[src/rtl/bios_boot_select_fsm_if.sv]
// rtl/bios_boot_select_fsm_if.sv - signal bundle between the boot-select controller and its surroundings
interface bios_boot_select_fsm_if;
  logic       tick_1ms;
  logic       tick_1s;
  logic       hb_in;
  logic       boot_arm;
  logic       upd_main_n;
  logic       upd_second_n;
  logic       upd_done_n;
  logic       qspi_csn_in;
  logic       qspi_csn0_out;
  logic       qspi_csn1_out;
  logic       por_rst_n;
  logic [1:0] state;
  logic       hb_ok;
  logic       both_fail;

  // Controller side
  modport slave (
    input  tick_1ms, tick_1s, hb_in, boot_arm,
    input  upd_main_n, upd_second_n, upd_done_n, qspi_csn_in,
    output qspi_csn0_out, qspi_csn1_out, por_rst_n, state, hb_ok, both_fail
  );

  // Environment side
  modport master (
    output tick_1ms, tick_1s, hb_in, boot_arm,
    output upd_main_n, upd_second_n, upd_done_n, qspi_csn_in,
    input  qspi_csn0_out, qspi_csn1_out, por_rst_n, state, hb_ok, both_fail
  );
endinterface

[src/rtl/bios_boot_select_fsm.sv]
// rtl/bios_boot_select_fsm.sv - dual-BIOS boot select with heartbeat failover, POR pulse and guarded QSPI CS mux
module bios_boot_select_fsm #(
  parameter int unsigned BOOT_WAIT_S  = 150,
  parameter int unsigned HB_LOSS_MS   = 2000,
  parameter int unsigned POR_PULSE_MS = 100
) (
  input  logic                          clk,
  input  logic                          rst_l,
  bios_boot_select_fsm_if.slave         bus
);

  typedef enum logic [1:0] {
    BIOS_MAIN     = 2'd0,
    BIOS_SECOND   = 2'd1,
    UPDATE_MAIN   = 2'd2,
    UPDATE_SECOND = 2'd3
  } state_t;

  localparam logic [11:0] HB_MAX   = 12'(HB_LOSS_MS);
  localparam logic [7:0]  BOOT_MAX = 8'(BOOT_WAIT_S);
  localparam logic [7:0]  POR_MAX  = 8'(POR_PULSE_MS);

  logic        hb_s1, hb_s2, hb_d;
  logic        hb_edge;
  logic [11:0] hb_cnt;
  logic        hb_ok;

  logic [7:0]  boot_cnt;
  logic        boot_done;

  logic        upd_main_d, upd_second_d, upd_done_d;
  logic        fall_main_q, fall_second_q, fall_done_q;

  state_t      state_q, state_d;
  logic        por_issue, por_issue_q;
  logic        both_fail_set, both_fail_q;

  logic        por_rst_n_q;
  logic [7:0]  por_cnt;

  logic        cs_s1, cs_s2, cs_s3;
  logic        sel_req_q, sel_q;

  // Heartbeat synchronizer and edge register
  always_ff @(posedge clk or negedge rst_l) begin
    if (!rst_l) begin
      hb_s1 <= 1'b0;
      hb_s2 <= 1'b0;
      hb_d  <= 1'b0;
    end else begin
      hb_s1 <= bus.hb_in;
      hb_s2 <= hb_s1;
      hb_d  <= hb_s2;
    end
  end

  assign hb_edge = hb_s2 ^ hb_d;

  // Heartbeat-loss counter: cleared by either edge, saturates at the loss threshold
  always_ff @(posedge clk or negedge rst_l) begin
    if (!rst_l) begin
      hb_cnt <= HB_MAX;
    end else if (hb_edge) begin
      hb_cnt <= 12'd0;
    end else if (bus.tick_1ms && (hb_cnt < HB_MAX)) begin
      hb_cnt <= hb_cnt + 12'd1;
    end
  end

  assign hb_ok = (hb_cnt < HB_MAX);

  // Boot-wait timer: runs in seconds only while armed and the CPU is out of POR
  always_ff @(posedge clk or negedge rst_l) begin
    if (!rst_l) begin
      boot_cnt <= 8'd0;
    end else if (!bus.boot_arm || por_issue || por_issue_q) begin
      boot_cnt <= 8'd0;
    end else if (bus.tick_1s && por_rst_n_q && (boot_cnt < BOOT_MAX)) begin
      boot_cnt <= boot_cnt + 8'd1;
    end
  end

  assign boot_done = (boot_cnt == BOOT_MAX);

  // Falling-edge detection of the active-low update request levels
  always_ff @(posedge clk or negedge rst_l) begin
    if (!rst_l) begin
      upd_main_d    <= 1'b1;
      upd_second_d  <= 1'b1;
      upd_done_d    <= 1'b1;
      fall_main_q   <= 1'b0;
      fall_second_q <= 1'b0;
      fall_done_q   <= 1'b0;
    end else begin
      upd_main_d    <= bus.upd_main_n;
      upd_second_d  <= bus.upd_second_n;
      upd_done_d    <= bus.upd_done_n;
      fall_main_q   <= upd_main_d   & ~bus.upd_main_n;
      fall_second_q <= upd_second_d & ~bus.upd_second_n;
      fall_done_q   <= upd_done_d   & ~bus.upd_done_n;
    end
  end

  // State register, sticky double-failure flag and delayed POR issue
  always_ff @(posedge clk or negedge rst_l) begin
    if (!rst_l) begin
      state_q     <= BIOS_MAIN;
      both_fail_q <= 1'b0;
      por_issue_q <= 1'b0;
    end else begin
      state_q     <= state_d;
      por_issue_q <= por_issue;
      if (both_fail_set) begin
        both_fail_q <= 1'b1;
      end
    end
  end

  // Next-state logic; heartbeat loss outranks any update request
  always_comb begin
    state_d       = state_q;
    por_issue     = 1'b0;
    both_fail_set = 1'b0;
    case (state_q)
      BIOS_MAIN: begin
        if (boot_done && !hb_ok) begin
          state_d   = BIOS_SECOND;
          por_issue = 1'b1;
        end else if (boot_done && fall_second_q) begin
          state_d   = UPDATE_SECOND;
        end
      end
      BIOS_SECOND: begin
        if (boot_done && !hb_ok) begin
          both_fail_set = 1'b1;
        end else if (fall_main_q) begin
          state_d = UPDATE_MAIN;
        end
      end
      UPDATE_MAIN, UPDATE_SECOND: begin
        if (fall_done_q) begin
          state_d   = BIOS_MAIN;
          por_issue = 1'b1;
        end
      end
      default: state_d = BIOS_MAIN;
    endcase
  end

  // POR pulse generator; a new issue restarts the width count
  always_ff @(posedge clk or negedge rst_l) begin
    if (!rst_l) begin
      por_rst_n_q <= 1'b1;
      por_cnt     <= 8'd0;
    end else if (por_issue_q) begin
      por_rst_n_q <= 1'b0;
      por_cnt     <= 8'd0;
    end else if (!por_rst_n_q) begin
      if (por_cnt == POR_MAX) begin
        por_rst_n_q <= 1'b1;
      end else if (bus.tick_1ms) begin
        por_cnt <= por_cnt + 8'd1;
      end
    end
  end

  // CS synchronizer; two high samples in a row mean the bus is idle
  always_ff @(posedge clk or negedge rst_l) begin
    if (!rst_l) begin
      cs_s1 <= 1'b1;
      cs_s2 <= 1'b1;
      cs_s3 <= 1'b1;
    end else begin
      cs_s1 <= bus.qspi_csn_in;
      cs_s2 <= cs_s1;
      cs_s3 <= cs_s2;
    end
  end

  // Flash select follows the state only while the bus is idle
  always_ff @(posedge clk or negedge rst_l) begin
    if (!rst_l) begin
      sel_req_q <= 1'b0;
      sel_q     <= 1'b0;
    end else begin
      sel_req_q <= state_q[0];
      if (cs_s2 && cs_s3) begin
        sel_q <= sel_req_q;
      end
    end
  end

  assign bus.qspi_csn0_out = sel_q ? 1'b1 : bus.qspi_csn_in;
  assign bus.qspi_csn1_out = sel_q ? bus.qspi_csn_in : 1'b1;
  assign bus.por_rst_n     = por_rst_n_q;
  assign bus.state         = state_q;
  assign bus.hb_ok         = hb_ok;
  assign bus.both_fail     = both_fail_q;

endmodule

[src/flat_wrapper.sv]
// flat-port wrapper written by rule: the top's interface ports become plain ports
module bios_boot_select_fsm_flat 
#(
  parameter int unsigned BOOT_WAIT_S  = 150,
  parameter int unsigned HB_LOSS_MS   = 2000,
  parameter int unsigned POR_PULSE_MS = 100
)
  (clk, rst_l, bus_tick_1ms, bus_tick_1s, bus_hb_in, bus_boot_arm, bus_upd_main_n, bus_upd_second_n, bus_upd_done_n, bus_qspi_csn_in, bus_qspi_csn0_out, bus_qspi_csn1_out, bus_por_rst_n, bus_state, bus_hb_ok, bus_both_fail);
  bios_boot_select_fsm_if bus_i ();
  input  logic clk;
  input  logic rst_l;
  input wire logic [$bits(bus_i.tick_1ms)-1:0] bus_tick_1ms;
  input wire logic [$bits(bus_i.tick_1s)-1:0] bus_tick_1s;
  input wire logic [$bits(bus_i.hb_in)-1:0] bus_hb_in;
  input wire logic [$bits(bus_i.boot_arm)-1:0] bus_boot_arm;
  input wire logic [$bits(bus_i.upd_main_n)-1:0] bus_upd_main_n;
  input wire logic [$bits(bus_i.upd_second_n)-1:0] bus_upd_second_n;
  input wire logic [$bits(bus_i.upd_done_n)-1:0] bus_upd_done_n;
  input wire logic [$bits(bus_i.qspi_csn_in)-1:0] bus_qspi_csn_in;
  output wire logic [$bits(bus_i.qspi_csn0_out)-1:0] bus_qspi_csn0_out;
  output wire logic [$bits(bus_i.qspi_csn1_out)-1:0] bus_qspi_csn1_out;
  output wire logic [$bits(bus_i.por_rst_n)-1:0] bus_por_rst_n;
  output wire logic [$bits(bus_i.state)-1:0] bus_state;
  output wire logic [$bits(bus_i.hb_ok)-1:0] bus_hb_ok;
  output wire logic [$bits(bus_i.both_fail)-1:0] bus_both_fail;
  assign bus_i.tick_1ms = bus_tick_1ms;
  assign bus_i.tick_1s = bus_tick_1s;
  assign bus_i.hb_in = bus_hb_in;
  assign bus_i.boot_arm = bus_boot_arm;
  assign bus_i.upd_main_n = bus_upd_main_n;
  assign bus_i.upd_second_n = bus_upd_second_n;
  assign bus_i.upd_done_n = bus_upd_done_n;
  assign bus_i.qspi_csn_in = bus_qspi_csn_in;
  assign bus_qspi_csn0_out = bus_i.qspi_csn0_out;
  assign bus_qspi_csn1_out = bus_i.qspi_csn1_out;
  assign bus_por_rst_n = bus_i.por_rst_n;
  assign bus_state = bus_i.state;
  assign bus_hb_ok = bus_i.hb_ok;
  assign bus_both_fail = bus_i.both_fail;
  bios_boot_select_fsm #(.BOOT_WAIT_S(BOOT_WAIT_S), .HB_LOSS_MS(HB_LOSS_MS), .POR_PULSE_MS(POR_PULSE_MS)) u_core (.clk(clk), .rst_l(rst_l), .bus(bus_i));
endmodule
[config.mk]
export PLATFORM = sky130hd
export DESIGN_NAME = bios_boot_select_fsm_flat
export DESIGN_NICKNAME = d
export VERILOG_FILES = /design/src/rtl/bios_boot_select_fsm_if.sv /design/src/rtl/bios_boot_select_fsm.sv /design/src/flat_wrapper.sv
export SDC_FILE = /design/constraint.sdc
export NUM_CORES = 1
export LEC_CHECK = 0
export CAP_MARGIN = 20
export CORE_ASPECT_RATIO = 1.75
export CORE_UTILIZATION = 25
export DETAILED_ROUTE_END_ITERATION = 6
export PLACE_DENSITY = 0.51
export SYNTH_ARGS = -nofsm -noshare
export SYNTH_HDL_FRONTEND = slang
export SYNTH_SLANG_ARGS = --single-unit
[constraint.sdc]
create_clock -name clk -period 2.7 [get_ports clk]
set_input_delay 0.81 -clock clk [delete_from_list [all_inputs] [get_ports clk]]
set_output_delay 0.81 -clock clk [all_outputs]
set_load 0.1 [all_outputs]
==> impl_metrics.yaml <==
critical_path:
  cp.arrival_ns: 1.73
  crit_type: "primary input to output pin"
  rr_worst_depth: 5
  critical_path_required_ns: 1.89
  path_max_fanout: 3
  end_kind: "output pin"
  worstSetupStartpointType: "primary input"
  worstReg2RegStart: "u_core.hb_cnt[6]"
  crit_start: "bus_qspi_csn_in"
cts:
  clk-insertion-delay-late_ns: 0.28
  cts_hold_buf: 0
  cts_setup_buffers: 0
  numCtsBuffers: 5
  htreeDepth: 2
  cts_tree: "yes"
  cts_resized: 0
  cts.sinks: 47
  cts-root-buf: "clkbuf_16"
  clk_path_buf_depth: 2
  path_clk_slew_ns: 0.06
placement:
  placedCellCount: 340
  place_congestion: 0.741
  dpl.hpwl_mm: 3.28
  port_buffers: 16
routing:
  post_drt_wl_per_cell_um: 13.0
  avgViaCountPerCell: 4.64
  drtIter0Drc: 79
  drc: 0
  vias: 1615
  wirelength_mm: 4.52
  dr.pass1.iters: 4
  ant_nets: 0
sta:
  worst_hold_slack_ns: 0.352
  drv_slew: 0
  tightest_slew_ns: 0.648
  rsz0062_at_grt: "no"
  min_period_ns: 2.54
  setup_tns_ns: 0
  period_share_pct: 94.2
  hold_viol: 0
  fin_skew_ns: 0.00329
  setup_viol: 0
  slew_headroom_pct: 56.5
  clock.fmax_mhz: 393
power:
  powerDensity_mw_per_mm2: 623
  finalPower_mw: 1.70
  p_leak_nw: 1.17
  ir_drop_uv: 287
worst_hold_path:
  hold_class: "flop to flop"
  hold_path_depth: 0
  holdCritStartpoint: "u_core.hb_s1"
global_routing:
  gr-total-overflow: 0
  grt_usage_pct: 10.7
  grt_max_degree: 48
  grt_pass1_wl_mm: 7.56
  antenna_found_initial: 0
  grt_pass1_vias: 1590
synth:
  syn_inst: 208
  synth_edf_count: 0
  syn-num-nets: 223
  synth-warning-count: 0
  syn_area_sq_mm: 0.00223
  synthArstFlopShare_pct: 100
  syn_area_per_cell_sq_um: 10.7
  ys_types: 50
  synth.yosys.seq_area_share_pct: 53.4
  synthFlopType: "dfrtp_1"
  synth_seq_cells: 47
finish:
  finalNonFillerCells: 348
  drive_gt1_share_pct: 18.6
  diodes: 0
  num-fill-cells: 933
  multi_input_area_sq_um: 991
  area_growth_pct: 21.9
  nets: 245
  layout.area.seq_sq_mm: 0.00119
die:
  design.die.area_sq_mm: 0.00934
  die_h_um: 127
  core_area_sq_mm: 0.00867
  rows: 45
  start_util_pct: 25.8
  top_level_ports: 17
  die_x_um: 73.5
outcome:
  status: "completed"
flow_run:
  drv_cap: 0
## state kept, by name (all words and copies together) (netlist names), 2 cells and up
register and count:
u_core.hb_cnt 12, u_core.boot_cnt 8, u_core.por_cnt 8, u_core.bus.state 2
## placed cells by master, fill, tap and decap left out, types with 7 or more instances in the layout
cell,netlist,routed
dfrtp_1,34,34
nor2_1,20,20
nand2_1,13,13
a21oi_1,13,13
dfstp_2,13,13
buf_4,0,9
nand4_1,8,8
clkdlybuf4s50_1,0,8
inv_1,7,7
nor2b_1,7,7
o21ai_0,7,7
or4_1,7,7
xnor2_1,7,7
## final cells by class
| class | count | share of cell area [%] |
|---|---|---|
| Clock buffer | 8 | 5.74 |
| Inverter | 7 | 0.964 |
| Multi-Input combinational cell | 148 | 36.4 |
| Sequential cell | 47 | 43.8 |
| Tap cell | 117 | 5.37 |
| Timing Repair Buffer | 21 | 7.81 |
## metal layers
| metal | wire, um | GRT usage (%) | up-vias | share of wire, % |
|---|---|---|---|---|
| li1 | - | - | 792 | - |
| met1 | 1750 | 11.5 | 796 | 39 |
| met2 | 2570 | 19.1 | 19 | 57 |
| met3 | 72 | 1.74 | 8 | 1.6 |
| met4 | 129 | 6.45 | 0 | 2.9 |
| met5 | 0 | 0 | - | 0 |
## report_power, final
group          leakage [nW]  total [mW]  internal [mW]  switching, mW
logic                 0.504       0.216          0.107          0.109
clock network        0.0772       0.645          0.394          0.251
registers             0.587       0.836          0.772         0.0640
## critical path, cell delays in order
cell,delay [ns]
clkdlybuf4s50_1,0.44
or2_2,0.31
buf_12,0.17
## cell usage after synthesis, types with 2 or more instances
cell | number | area share, %
or4_1 | 7 | 2.4
or2_2 | 2 | 0.56
nand3_1 | 2 | 0.45
clkbuf_1 | 4 | 0.67
inv_1 | 7 | 1.2
mux2_2 | 2 | 1.0
xor2_1 | 5 | 2.0
nand3b_1 | 2 | 0.67
ha_1 | 5 | 2.8
mux2i_1 | 2 | 0.90
nor2_1 | 20 | 3.4
nand2_1 | 13 | 2.2
dfrtp_1 | 34 | 38
and2_1 | 3 | 0.84
nor4_1 | 2 | 0.56
o31ai_1 | 6 | 2.0
a21o_1 | 2 | 0.67
o21a_1 | 2 | 0.67
a21oi_1 | 13 | 2.9
xnor2_1 | 7 | 2.7
dfstp_2 | 13 | 15
nand2b_1 | 3 | 0.84
nor2b_1 | 7 | 2.0
buf_2 | 2 | 0.45
and3_1 | 4 | 1.1
nand4_1 | 8 | 2.2
or3_1 | 2 | 0.56
o21ai_0 | 7 | 1.6
## path summary, 6_finish.rpt
path / to / slack [ns]
setup / recovery: bus_qspi_csn0_out / 0.16
hold / removal: u_core.hb_s2 / 0.35
setup reg to reg: u_core.boot_cnt[7] / 0.85
hold reg to reg: u_core.hb_s2 / 0.35
max in group asynchronous: u_core.por_cnt[2] / 1.67
min in group asynchronous: u_core.boot_cnt[5] / 0.60
## metrics by stage
stage	area, sq um	setup slack [ns]	util (%)
finish	2730	0.158	31.4
global route	2730	0.126	31.4
CTS	2730	0.145	31.4
detailed placement	2570	0.159	29.6
global placement	2570	0.176	29.6
floorplan	2230	0.329	-
## kinds of logic after synthesis
| logic type | Yosys count | synth area share, % |
|---|---|---|
| and+or+nand+nor | 83 | 21.8 |
| DFF | 47 | 53.4 |
| AOI/OAI and AO/OA | 44 | 13.1 |
| buffers and inverters | 13 | 2.30 |
| xor gates and xnor gates | 12 | 4.70 |
| adders and majority gates | 5 | 2.80 |
| muxes | 4 | 1.90 |
Power figures use the tool's default switching activity.
==> variant 1 (config.mk and constraints unchanged) <==
Make the reset (`rst_l`) synchronous in 8 clocked blocks.
--- a/src/rtl/bios_boot_select_fsm.sv
+++ b/src/rtl/bios_boot_select_fsm.sv
@@ -42,7 +42,7 @@
   logic        sel_req_q, sel_q;
 
   // Heartbeat synchronizer and edge register
-  always_ff @(posedge clk or negedge rst_l) begin
+  always_ff @(posedge clk) begin
     if (!rst_l) begin
       hb_s1 <= 1'b0;
       hb_s2 <= 1'b0;
@@ -57,7 +57,7 @@
   assign hb_edge = hb_s2 ^ hb_d;
 
   // Heartbeat-loss counter: cleared by either edge, saturates at the loss threshold
-  always_ff @(posedge clk or negedge rst_l) begin
+  always_ff @(posedge clk) begin
     if (!rst_l) begin
       hb_cnt <= HB_MAX;
     end else if (hb_edge) begin
@@ -70,7 +70,7 @@
   assign hb_ok = (hb_cnt < HB_MAX);
 
   // Boot-wait timer: runs in seconds only while armed and the CPU is out of POR
-  always_ff @(posedge clk or negedge rst_l) begin
+  always_ff @(posedge clk) begin
     if (!rst_l) begin
       boot_cnt <= 8'd0;
     end else if (!bus.boot_arm || por_issue || por_issue_q) begin
@@ -83,7 +83,7 @@
   assign boot_done = (boot_cnt == BOOT_MAX);
 
   // Falling-edge detection of the active-low update request levels
-  always_ff @(posedge clk or negedge rst_l) begin
+  always_ff @(posedge clk) begin
     if (!rst_l) begin
       upd_main_d    <= 1'b1;
       upd_second_d  <= 1'b1;
@@ -102,7 +102,7 @@
   end
 
   // State register, sticky double-failure flag and delayed POR issue
-  always_ff @(posedge clk or negedge rst_l) begin
+  always_ff @(posedge clk) begin
     if (!rst_l) begin
       state_q     <= BIOS_MAIN;
       both_fail_q <= 1'b0;
@@ -148,7 +148,7 @@
   end
 
   // POR pulse generator; a new issue restarts the width count
-  always_ff @(posedge clk or negedge rst_l) begin
+  always_ff @(posedge clk) begin
     if (!rst_l) begin
       por_rst_n_q <= 1'b1;
       por_cnt     <= 8'd0;
@@ -165,7 +165,7 @@
   end
 
   // CS synchronizer; two high samples in a row mean the bus is idle
-  always_ff @(posedge clk or negedge rst_l) begin
+  always_ff @(posedge clk) begin
     if (!rst_l) begin
       cs_s1 <= 1'b1;
       cs_s2 <= 1'b1;
@@ -178,7 +178,7 @@
   end
 
   // Flash select follows the state only while the bus is idle
-  always_ff @(posedge clk or negedge rst_l) begin
+  always_ff @(posedge clk) begin
     if (!rst_l) begin
       sel_req_q <= 1'b0;
       sel_q     <= 1'b0;
Check against the original RTL: differs if rst_l is asserted again (counterexample within 4 cycles, from zero or initial values and one cycle with rst_l low); with rst_l held inactive, the same outputs for 10 cycles.
==> variant 1 against the unedited design <==
  * Wire length increased by 0.20%
  * Total power down 6.4%
  * Non-clock buffer count decreased by 2
  * Sequential cell count unchanged
  * Via count rose by 7.2%
  * Design area shrank 5.4%
  * Worst setup slack improved by 0.025 ns
  * Synthesized area shrank 5.5%
  * Largest power group unchanged
  * Highest routed layer unchanged
==> variant 1: results (changes against the unedited design) <==
Synth top cells by count = 47 x dfxtp_1, 24 x nor2_1, 17 x nand2_1 (was 34 x dfrtp_1, 20 x nor2_1, 13 x a21oi_1, 13 x dfstp_2, 13 x nand2_1)
GPL Wtd Cong = 0.807 (was 0.741)
Worst-Margin Slew = 0.590 ns (was 0.648 ns)
final wirelength = 4.53 mm (was 4.52 mm)
Mapped Nets = 248 (was 223)
total track usage = 0.112 (was 0.107)
vias per std cell = 4.99 (was 4.64)
DRT iter0 DRCs = 47 (was 79)
top cells by area, synth = dfxtp_1 45%, nor2_1 4.3%, xor2_1 3.7%, nand3_1 3.3%, nand2_1 3.0% (was dfrtp_1 38%, dfstp_2 15%, nor2_1 3.4%, a21oi_1 2.9%, ha_1 2.8%)
worst reg2reg setup slack = 0.76 ns (was 0.85 ns)
post-synthesis cell type count = 51 (was 50)
syn_area_per_cell = 9.06 um2 (was 10.7 um2)
Cell Pwr Density = 616 nW/um2 (was 623 nW/um2)
CP max-delay cell = clkdlybuf4s50_1 (unchanged)
Top delay family on crit path = buffers and inverters (unchanged)
peak supply drop = 205 uV (was 287 uV)
Seq/Total Area, Yosys = 0.446 (was 0.534)
CP peak stage delay = 0.41 ns (was 0.44 ns)
antenna cells = 0 (unchanged)
Synth async-reset ratio = 0 (was 1.00)
R2R Path End = u_core.boot_cnt[6]$_SDFFE_PP0P_ (was u_core.boot_cnt[7]$_DFFE_PN0P_)
critical path arrival = 1.71 ns (was 1.73 ns)
Top Registers = u_core.hb_cnt (12), u_core.boot_cnt (8), u_core.por_cnt (8) (unchanged)
first-pass GRT wire length = 7.53 mm (was 7.56 mm)
outcome = complete, no violations (unchanged)
leakage power = 0.985 nW (was 1.17 nW)
largest net degree at the start of global routing = 16 (was 48)
HPWL after DPL = 3.33 mm (was 3.28 mm)
Main synth FF type = dfxtp_1 (was dfrtp_1)
proportion of layout cells with a drive suffix above 1 = 0.102 (was 0.186)
FF-to-FF Start = u_core.boot_cnt[1]$_SDFFE_PP0P_ (was u_core.hb_cnt[6]$_DFFE_PN1P_)
clock skew = 0.00677 ns (was 0.00329 ns)
vias in the first global route = 1616 (was 1590)
cts bufs inserted = 5 (unchanged)
Final nets = 269 (was 245)
variant 1: worst min-delay path by stage:
| stage | slack [ns] | cells past startpoint | from | to |
|---|---|---|---|---|
| after floorplan | 0.39 | 1 | u_core.cs_s1$_SDFF_PN1_ | u_core.cs_s2$_SDFF_PN1_ |
| after global placement | 0.39 | 1 | u_core.cs_s1$_SDFF_PN1_ | u_core.cs_s2$_SDFF_PN1_ |
| after detailed placement | 0.40 | 2 | u_core.upd_second_d$_SDFF_PN1_ | u_core.fall_second_q$_SDFF_PN0_ |
| after CTS | 0.41 | 2 | u_core.upd_second_d$_SDFF_PN1_ | u_core.fall_second_q$_SDFF_PN0_ |
| after global routing | 0.42 | 2 | u_core.upd_done_d$_SDFF_PN1_ | u_core.fall_done_q$_SDFF_PN0_ |
| final | 0.41 | 2 | u_core.upd_done_d$_SDFF_PN1_ | u_core.fall_done_q$_SDFF_PN0_ |
variant 1: tightest hold or removal path, delay by kind of cell (launching register included):
kind / cells / cell delay, ns
buffers and inverters: 1 / 0.04
flip-flops: 1 / 0.30
AND/OR/NAND/NOR: 1 / 0.03
variant 1: layout make-up:
class | instances | area [um2]
timing repair buffer | 19 | 203
clock buffer | 5 | 125
fill | 865 | 5680
tap | 92 | 115
clock inverter | 3 | 43.8
inverter | 9 | 33.8
sequential | 47 | 941
multi-input combinational | 172 | 1120
variant 1: per-stage QoR:
step	hold slack, ns	worst slack (ns)	area, um2	utilization	instances
3_3_place_gp	0.391	0.185	2410	0.292	339
2_1_floorplan	0.386	0.0998	2110	-	233
4_1_cts	0.414	0.178	2580	0.312	347
6_report	0.411	0.182	2580	0.312	347
3_5_place_dp	0.404	0.182	2410	0.292	339
5_1_grt	0.421	0.103	2580	0.312	347
variant 1: power by group:
part	internal (mW)	switching, mW
Sequential	0.712	0.0166
Combinational	0.0616	0.0944
Clock	0.437	0.267
variant 1: cell families after synthesis:
group | count (synthesis) | synth area share
AOI/OAI and AO/OA | 49 | 0.173
xor gates and xnor gates | 14 | 0.0581
adders and majority gates | 5 | 0.0296
buffers and inverters | 14 | 0.0255
DFF | 47 | 0.446
muxes | 1 | 0.00474
and+or+nand+nor | 103 | 0.263
variant 1: routing by layer:
layer / vias up / global-route usage / part of all wire
met5: - / 0 / 0
met4: 0 / 0.0699 / 0.038
met3: 9 / 0.0302 / 0.026
met2: 22 / 0.204 / 0.52
met1: 815 / 0.111 / 0.41
li1: 886 / - / -
==> variant 2 (same settings) <==
Without the edit above. `BOOT_WAIT_S` is set to 150 in 2 places; all go to 112.
--- a/src/rtl/bios_boot_select_fsm.sv
+++ b/src/rtl/bios_boot_select_fsm.sv
@@ -1,6 +1,6 @@
 // rtl/bios_boot_select_fsm.sv - dual-BIOS boot select with heartbeat failover, POR pulse and guarded QSPI CS mux
 module bios_boot_select_fsm #(
-  parameter int unsigned BOOT_WAIT_S  = 150,
+  parameter int unsigned BOOT_WAIT_S  = 112,
   parameter int unsigned HB_LOSS_MS   = 2000,
   parameter int unsigned POR_PULSE_MS = 100
 ) (
--- a/src/flat_wrapper.sv
+++ b/src/flat_wrapper.sv
@@ -1,7 +1,7 @@
 // flat-port wrapper written by rule: the top's interface ports become plain ports
 module bios_boot_select_fsm_flat 
 #(
-  parameter int unsigned BOOT_WAIT_S  = 150,
+  parameter int unsigned BOOT_WAIT_S  = 112,
   parameter int unsigned HB_LOSS_MS   = 2000,
   parameter int unsigned POR_PULSE_MS = 100
 )
Function: same outputs for any inputs over 10 cycles, from zero or initial values and one cycle with rst_l low; that may be too few to reach the edited logic, so the function may still have changed.
==> variant 2 against the unedited design <==
  * Synthesized area decreased by 3.0%
  * Worst setup slack worse by 0.058 ns
  * Sequential cell count is the same
  * Hold slack better by 0.0040 ns
  * Design area is 1.7% lower
  * First-iteration DRC count fell by 41%
  * Sequential power is 0.8% lower
  * Total power rose by 8.0%
  * Wire length shrank 6.9%
  * Combinational power is 9.3% lower
  * Critical path depth grew 1
  * Count of clock-buffer cells in the layout down 3
  * Clock skew grew 0.0019 ns
  * Critical path type is now flip-flop to output port
  * Critical endpoint is now bus_hb_ok
  * Highest routed layer unchanged
==> variant 2: results (changes against the unedited design) <==
Synth top cells by count = 34 x dfrtp_1, 23 x nor2_1, 19 x nand2_1 (was 34 x dfrtp_1, 20 x nor2_1, 13 x a21oi_1, 13 x dfstp_2, 13 x nand2_1)
Slew Limit Headroom = 0.563 (was 0.565)
Post-Synth Adder-Cell Area = 0.0289 (was 0.0280)
Final Cycle Share = 0.963 (was 0.942)
first-pass GRT wire length = 7.33 mm (was 7.56 mm)
final wirelength = 4.21 mm (was 4.52 mm)
Placed Instances = 331 (was 340)
Top delay family on crit path = flip-flops (was buffers and inverters)
hold worst-path end = u_core.cs_s2$_DFF_PN1_ (was u_core.hb_s2$_DFF_PN0_)
peak supply drop = 438 uV (was 287 uV)
worst setup path end = bus_hb_ok (was bus_qspi_csn0_out)
Final nets = 238 (was 245)
Seq/Total Area, Yosys = 0.550 (was 0.534)
HP Start = u_core.cs_s1$_DFF_PN1_ (was u_core.hb_s1$_DFF_PN0_)
Mapped Nets = 216 (was 223)
Placement Cell Area = 2490 um2 (was 2570 um2)
Vias = 1541 (was 1615)
crit path from = u_core.hb_cnt[6]$_DFFE_PN1P_ (was bus_qspi_csn_in)
proportion of layout cells with a drive suffix above 1 = 0.183 (was 0.186)
sw frac = 0.242 (was 0.250)
Clk power = 807 uW (was 645 uW)
met3 wire length = 163 um (was 72 um)
leakage power = 1.17 nW (about the same)
fill count = 884 (was 933)
dpl ws = 0.166 ns (was 0.159 ns)
Power Combinational = 196 uW (was 216 uW)
top cells by area, synth = dfrtp_1 39%, dfstp_2 16%, nor2_1 4.0%, xnor2_1 3.6%, nand2_1 3.3% (was dfrtp_1 38%, dfstp_2 15%, nor2_1 3.4%, a21oi_1 2.9%, ha_1 2.8%)
mux cell area share after synthesis = 0.0144 (was 0.0190)
XOR/XNOR Fraction of Synth Area = 0.0566 (was 0.0470)
outcome = complete, no violations (unchanged)
total track usage = 0.105 (was 0.107)
vias per std cell = 4.55 (was 4.64)
WHS = 0.356 ns (was 0.352 ns)
Register-to-Register Path Depth = 6 (was 5)
CP max-delay cell = dfstp_2 (was clkdlybuf4s50_1)
clock skew = 0.00516 ns (was 0.00329 ns)
R2R Path End = u_core.boot_cnt[5]$_DFFE_PN0P_ (was u_core.boot_cnt[7]$_DFFE_PN0P_)
FF-to-FF Start = u_core.boot_cnt[0]$_DFFE_PN0P_ (was u_core.hb_cnt[6]$_DFFE_PN1P_)
-- variant 2: layer usage --
| metal | vias to the layer above | GRT usage |
|---|---|---|
| met5 | - | 0 |
| met4 | 0 | 0.0484 |
| met3 | 5 | 0.0266 |
| met2 | 27 | 0.179 |
| met1 | 760 | 0.121 |
| li1 | 749 | - |
-- variant 2: cell type report --
| class | instances | area (um2) | share of cell area |
|---|---|---|---|
| clock buffer | 5 | 125 | 0.0467 |
| tap | 115 | 144 | 0.0537 |
| inverter | 9 | 33.8 | 0.0126 |
| multi-input combinational | 141 | 918 | 0.343 |
| timing repair buffer | 19 | 198 | 0.0738 |
| sequential | 47 | 1190 | 0.445 |
| clock inverter | 3 | 67.6 | 0.0252 |
-- variant 2: logic make-up (layout without fill, tap and decap cells) --
group                      Yosys count  in the layout
DFF                                 47             47
xor gates and xnor gates            14             14
AOI/OAI and AO/OA                   32             32
buffers and inverters               13             36
adders and majority gates            5              5
muxes                                3              3
and+or+nand+nor                     87             87
